<file path="src/rtl/shift_link_pkg.sv">
// Shared definitions for the serial shift link (receiver shift_deser and the
// matching shift_ser transmitter).
//   - FSM state encoding (2 bits)
//   - line-level constants for start, stop and idle
package shift_link_pkg;

    localparam logic [1:0] ST_IDLE  = 2'd0;
    localparam logic [1:0] ST_DATA  = 2'd1;
    localparam logic [1:0] ST_STOP  = 2'd2;
    localparam logic [1:0] ST_BREAK = 2'd3;

    typedef enum logic [1:0] {
        IDLE  = ST_IDLE,
        DATA  = ST_DATA,
        STOP  = ST_STOP,
        BREAK = ST_BREAK
    } state_e;

    localparam logic START_BIT  = 1'b0;
    localparam logic STOP_BIT   = 1'b1;
    localparam logic IDLE_LEVEL = 1'b1;

endpackage

</file>
<file path="src/rtl/bit_counter.sv">
// Up-counter with synchronous clear and count enable, plus a terminal-count
// flag that is high while the count equals W-1.
//   clk  : system clock
//   rst  : synchronous active-high reset (count -> 0)
//   clr  : synchronous clear, has priority over en
//   en   : increment by one
//   tc   : count == W-1
module bit_counter #(
    parameter int W  = 8,
    parameter int CW = $clog2(W)
) (
    input  logic clk,
    input  logic rst,
    input  logic clr,
    input  logic en,
    output logic tc
);

    logic [CW-1:0] count;

    always_ff @(posedge clk) begin
        if (rst) begin
            count <= '0;
        end else if (clr) begin
            count <= '0;
        end else if (en) begin
            count <= count + 1'b1;
        end
    end

    assign tc = (count == CW'(W - 1));

endmodule

</file>
<file path="src/rtl/shift_deser.sv">
// Receiver of the serial shift link: rebuilds framed, MSB-first words and
// presents them on a valid/ready interface.
//   clk       : system clock
//   rst       : synchronous active-high reset
//   ser_valid : bit strobe, ser_data sampled only when high
//   ser_data  : serial line (idles high)
//   par_data  : received word, stable while par_valid
//   par_valid : word available
//   par_ready : consumer accepts on par_valid & par_ready
//   frame_err : one-cycle pulse when a stop bit was 0
//   overrun   : sticky, a finished word was dropped because the holder was full
//
// state | meaning
// IDLE  | line idle, waiting for a strobed start bit (0)
// DATA  | shifting in W payload bits, MSB first
// STOP  | expecting the stop bit (1)
// BREAK | bad stop seen, waiting for the line to return to 1
module shift_deser
    import shift_link_pkg::*;
#(
    parameter int W  = 8,
    parameter int CW = $clog2(W)
) (
    input  logic         clk,
    input  logic         rst,
    input  logic         ser_valid,
    input  logic         ser_data,
    output logic [W-1:0] par_data,
    output logic         par_valid,
    input  logic         par_ready,
    output logic         frame_err,
    output logic         overrun
);

    state_e       state;
    logic [W-1:0] shift_reg;
    logic         cnt_clr;
    logic         cnt_en;
    logic         cnt_tc;
    logic         accept;

    // The counter is cleared on entry to DATA and again when the last bit is
    // taken, so it never runs past W-1 even for non power-of-two W.
    assign cnt_clr = ser_valid &
                     (((state == IDLE) && (ser_data == START_BIT)) ||
                      ((state == DATA) && cnt_tc));
    assign cnt_en  = ser_valid && (state == DATA);
    assign accept  = par_valid & par_ready;

    bit_counter #(
        .W  (W),
        .CW (CW)
    ) u_bit_counter (
        .clk (clk),
        .rst (rst),
        .clr (cnt_clr),
        .en  (cnt_en),
        .tc  (cnt_tc)
    );

    always_ff @(posedge clk) begin
        if (rst) begin
            state     <= IDLE;
            shift_reg <= '0;
            par_data  <= '0;
            par_valid <= 1'b0;
            frame_err <= 1'b0;
            overrun   <= 1'b0;
        end else begin
            frame_err <= 1'b0;
            if (accept) begin
                par_valid <= 1'b0;
            end
            if (ser_valid) begin
                case (state)
                    IDLE: begin
                        if (ser_data == START_BIT) begin
                            state <= DATA;
                        end
                    end
                    DATA: begin
                        shift_reg <= {shift_reg[W-2:0], ser_data};
                        if (cnt_tc) begin
                            state <= STOP;
                        end
                    end
                    STOP: begin
                        if (ser_data == STOP_BIT) begin
                            // A word being accepted this same edge frees the
                            // holder, so the new word replaces it without a bubble.
                            if (!par_valid || par_ready) begin
                                par_data  <= shift_reg;
                                par_valid <= 1'b1;
                            end else begin
                                overrun <= 1'b1;
                            end
                            state <= IDLE;
                        end else begin
                            frame_err <= 1'b1;
                            state     <= BREAK;
                        end
                    end
                    BREAK: begin
                        if (ser_data == STOP_BIT) begin
                            state <= IDLE;
                        end
                    end
                    default: state <= IDLE;
                endcase
            end
        end
    end

endmodule

</file>
<file path="config.mk">
export PLATFORM = sky130hd
export DESIGN_NAME = shift_deser
export DESIGN_NICKNAME = d
export VERILOG_FILES = /design/src/rtl/shift_link_pkg.sv /design/src/rtl/bit_counter.sv /design/src/rtl/shift_deser.sv
export SDC_FILE = /design/constraint.sdc
export NUM_CORES = 1
export LEC_CHECK = 0
export CORE_MARGIN = 4
export CORE_UTILIZATION = 45
export DETAILED_ROUTE_END_ITERATION = 10
export PLACE_DENSITY = 0.69
export SKIP_LAST_GASP = 1
export SLEW_MARGIN = 20
export SYNTH_ARGS = -nofsm -noshare
export SYNTH_HDL_FRONTEND = slang
export SYNTH_SLANG_ARGS = --single-unit
</file>
<file path="constraint.sdc">
create_clock -name clk -period 1.55 [get_ports clk]
set_input_delay 0.2325 -clock clk [delete_from_list [all_inputs] [get_ports clk]]
set_output_delay 0.2325 -clock clk [all_outputs]
set_load 0.01 [all_outputs]
</file>
# Word level (Yosys, flattened, before mapping)
# Cells that the tools add are included.
[classes]
eq_ne = 7
n_reduce_logical = 13
muxes = 11
add_sub_neg = 1
n_bitwise = 6
[ops]
columns = ["cell", "count"]
rows = [
  ["AND reduction 4 bit", 3],
  ["2-to-1 mux 2 bit", 4],
  ["case mux 2 bit (4 select lines)", 1],
  ["2-to-1 mux 1 bit", 6],
  ["!= test 2 bit, second input constant", 3],
  ["equality test 2 bit, second input constant", 2],
  ["inverter 1 bit", 4],
  ["adder 3 x 1 -> 3 bit, second input constant", 1],
  ["equality test 3 bit, second input constant", 1],
  ["logical AND 1 bit", 3],
  ["OR reduction 3 bit", 1],
  ["AND 1 bit", 2],
  ["equality test 2 x 1 -> 1 bit, second input constant", 1],
  ["logical NOT 2 bit", 1],
  ["logical OR 1 bit", 2],
  ["AND reduction 2 bit", 1],
  ["OR reduction 2 bit", 1],
  ["logical NOT 1 bit", 1],
]
[word_totals]
wordCells = 45
reg_bits = 24
inputBits = 5
out_inout_bits = 11

# Logic depth before layout (Yosys ltp)
# Gate-level depths: netlist (run 1).
[depth]
ltp_word = 6
mapped_depth = 5
mapped_depth_nobuf = 5

# Hierarchy
# A second synthesis (run 1) with hierarchy kept.
[hier_totals]
hier_cells = 102
area_unflattened_um2 = 964.7
[by_module_without_submodules]
columns = ["mod", "area_each_um2", "seq_area_each_um2", "instances", "cells_per_inst"]
rows = [
  ["shift_deser", 830.8, 420.4, 1, 91],
  ["bit_counter", 133.9, 60.1, 1, 11],
]

# Worst setup path after synthesis (run 1)
# Ideal clock, no wire load.
[synth_timing]
kind = "reg2reg"
startpoint = "register state[0]"
endpoint = "register par_data[0]"
path_buffers = 2
required_ns = 1.478
setup_ns = 0.072
arrival_time_ns = 1.063
stages_incl_launch_ff = 6
synth_period_minus_slack_ns = 1.134
path_slack_ns = 0.416
cell_sequence = "dfxtp_1 buf_6 nand4b_1 nor2b_2 buf_6 mux2i_1"
[synth_between]
elab_chain_len = 2
[synth_lines]
columns = ["element", "line_no", "source"]
rows = [
  ["from (decl)", "shift_deser.sv:35", "state_e state;"],
  ["from (signal assigned)", "shift_deser.sv:63", "state <= IDLE;"],
  ["from (signal assigned)", "shift_deser.sv:78", "state <= DATA;"],
  ["from (signal assigned)", "shift_deser.sv:84", "state <= STOP;"],
  ["equality test 2 bit", "shift_deser.sv:75", "case (state)"],
  ["AND reduction 4 bit (no line)", "--", ""],
  ["to (signal assigned)", "shift_deser.sv:92", "par_data <= shift_reg;"],
  ["to (decl)", "shift_deser.sv:28", "output logic [W-1:0] par_data,"],
]
# Every way passes these cells.
# A chain may end at the register's enable or synchronous reset.

# Worst setup path after layout (run 1)
[layout_timing]
startpoint = "register par_data[2]"
endpoint = "output par_data[2]"
# No word-level cell between the ends.

==> results of run 1 <==
[through the flow]
step,hold WS [ns],setup TNS (ns),worst slack [ns]
final,0.480,0,0.0979
after global routing,0.492,0,0.0365
after CTS,0.486,0,0.0685
after detailed placement,0.462,-0.203,-0.0505
after global placement,0.454,-0.00319,-0.00256
after floorplan,0.310,0,0.416
[power by group]
part	total (uW)	internal [uW]	switching (uW)
clock	442	262	181
sequential	626	621	5.39
combinational	69.5	40.1	29.4
total	1140	923	216
[layout make-up]
class	instances	area [um2]	area share [%]
Multi-Input combinational cell	67	495	38.4
Sequential cell	24	480	37.2
Timing Repair Buffer	22	228	17.7
Tap cell	27	33.8	2.62
Clock inverter	1	30.0	2.33
Clock buffer	3	22.5	1.75
[worst min-delay path: stages, from the launching register on]
cell and delay [ns]:
dfxtp_1 0.33, nand2b_1 0.06, mux2i_1 0.06
[final timing paths]
path / start / endpoint / slack, ns / cells past startpoint
worst max register to register: u_bit_counter.count[0]$_SDFFE_PP0P_ / u_bit_counter.count[2]$_SDFFE_PP0P_ / 0.24 / 5
worst min-delay path: par_data[4]$_SDFFE_PP0P_ / par_data[4]$_SDFFE_PP0P_ / 0.48 / 2
worst max-delay path: par_data[2]$_SDFFE_PP0P_ / par_data[2] / 0.1 / 1
worst min register to register: par_data[4]$_SDFFE_PP0P_ / par_data[4]$_SDFFE_PP0P_ / 0.48 / 2
[cell usage after synthesis, types with 2 or more instances]
library cell and n:
nor3_1 2, nand2b_1 18, a21oi_1 2, dfxtp_1 24
mux2i_1 19, buf_6 3, ha_1 2, nor3_2 2
nor2_1 10, nand3b_1 2
[kinds of logic (layout without fill, tap and decap cells)]
logic type               count (synthesis)  after routing
multiplexers                            19             19
buffers and inverters                    6             26
XOR/XNOR                                 1              1
adder cells (fa/ha/maj)                  2              2
AND/OR/NAND/NOR                         38             38
AO/OA/AOI/OAI                            7              7
flip-flops                              24             24
[layer usage]
| layer | wire length, um | GRT usage, % |
|---|---|---|
| met5 | 0 | 0 |
| met4 | 21 | 4.17 |
| met3 | 72 | 4.87 |
| met2 | 749 | 15.9 |
| met1 | 764 | 14.4 |
==> summary.md, run 1 <==
| Metric | Value |
|---|---|
| Status | `complete, no violations` |
| Port Buffers | `15` |
| Mux contribution to synthesized area | `18.6%` |
| Clock latency at the later pin of the worst-skew pair | `0.32 ns` |
| Clock root buffer | `clkbuf_4` |
| Row count | `16` |
| Clock Path Buffers | `2` |
| Crit path cell chain | `clkdlybuf4s50_1` |
| Initial antenna violation count | `0` |
| Area share of fa/ha/maj cells after synthesis | `2.45%` |
| CP peak stage delay | `0.54 ns` |
| Global-route wire length before repair | `2690 um` |
| Worst path slowest cell | `clkdlybuf4s50_1` |
| Yosys warning total | `0` |
| Setup CP Type | `reg2out` |
| Clock sinks | `24` |
| Crit path buffers/inverters | `1` |
| Antenna fix cells | `0` |
| Wirelength per Cell | `11.2 um` |
| Synth Register Bits | `24` |
| Setup bufs post-CTS | `0` |
| Synth top area share | `47.0%` |
| CP required | `1.32 ns` |
| Number of flops mapped to enable cells by yosys | `0` |
| Synth Area in XOR/XNOR | `0.857%` |
| Vias in the first global route | `595` |
| Worst slew pin tran | `0.364 ns` |
| TritonCTS clock tree | `yes` |
| Dpl cell area | `1240 um2` |
| Initial core utilization | `49.6%` |
| Die area | `3100 um2` |
| Max-cap violations | `0` |
| Simple-gate portion of the synthesized area | `21.8%` |
| DR pass1 iterations | `4` |
| Synthesized area per cell | `10.5 um2` |
| Share of layout cells above drive strength 1 | `12.0%` |
| Synthesized cell area | `1020 um2` |
| Worst vdd ir | `0.000850 V` |
| Synth Area in Compound Gates | `4.77%` |
| Yosys cell types | `23` |
| CP Max Fanout | `2` |
| Total CTS buffers | `3` |
| Slew headroom | `75.7%` |
| Final wirelength | `1610 um` |
| Die H | `55.7 um` |
| Total GRT Usage | `11.0%` |
| # IOs | `16` |
| Non-filler cells, final | `144` |
| Most frequent cells in the layout | `24 x dfxtp_1, 19 x mux2i_1, 18 x nand2b_1` |
| Top_reg_cell synth | `dfxtp_1` |
| Kind of cell adding the most delay to the critical path | `buffers and inverters` |
| F_max | `689 MHz` |
| Area growth syn-to-layout | `26.2%` |
| DIE WIDTH | `55.7 um` |
| Synth top area cells | `dfxtp_1 47%, mux2i_1 19%, nand2b_1 11%, nor2_1 3.7%, buf_6 3.3%` |
| Final Max Slew Viols | `0` |
| Worst Path Arrival | `1.22 ns` |
| Power per Cell Area | `882 nW/um2` |
| GR Overflow Total | `0` |
| Final core utilization | `62.6%` |
| Via/cell ratio | `4.81` |
| Placed insts | `140` |
| Main combinational cell family by area after synthesis | `simple AND/OR/NAND/NOR gates` |
| Syn Inst Count | `97` |
| GPL Wtd Cong | `0.690` |
| # fillers | `188` |
| Core area | `2060 um2` |
| DP HPWL | `1140 um` |
| Hold Fails Final Rpt | `0` |
| Post-synthesis sequential area ratio | `47.0%` |
| Syn Nets | `104` |
| RSZ-0062 raised after global routing | `no` |
| Final Cycle Share | `93.7%` |
| Final setup fails | `0` |
| Via count | `693` |
| Leak | `0.000526 uW` |
| H-tree lvl count | `1` |
| Pin count of the biggest net entering global routing | `33` |
| Design area | `1290 um2` |
| Final Skew | `0.0113 ns` |
| Initial DRC count | `9` |
| CP Capture Type | `output port` |
| Most common cell after layout, fill and taps aside | `dfxtp_1` |
| Largest area contributor in the netlist | `dfxtp_1` |
| Worst-path clk slew | `0.13 ns` |
| Post_cts resized | `0` |
| FFs w/ async S/R, synth | `0%` |
| HP Class | `reg2reg` |
| Total power draw | `1140 uW` |
| Final min period | `1.45 ns` |
| DRC viols | `0` |
| NumNets Final | `125` |
| CP Launch Type | `register` |
| Antenna-violating nets left | `0` |
| Post-CTS Hold Buffers | `0` |
(Power assumes the default switching activity.)
==> run 2: changes to the inputs <==
--- a/config.mk
+++ b/config.mk
@@ -7,6 +7,7 @@
 export LEC_CHECK = 0
 export CORE_MARGIN = 4
 export CORE_UTILIZATION = 45
+export CTS_BUF_LIST = sky130_fd_sc_hd__clkbuf_4 sky130_fd_sc_hd__clkbuf_8 sky130_fd_sc_hd__clkbuf_16
 export DETAILED_ROUTE_END_ITERATION = 10
 export PLACE_DENSITY = 0.69
 export SKIP_LAST_GASP = 1
==> results of run 2 <==
The final DEF is identical to that of run 1; final timing and power are the same.
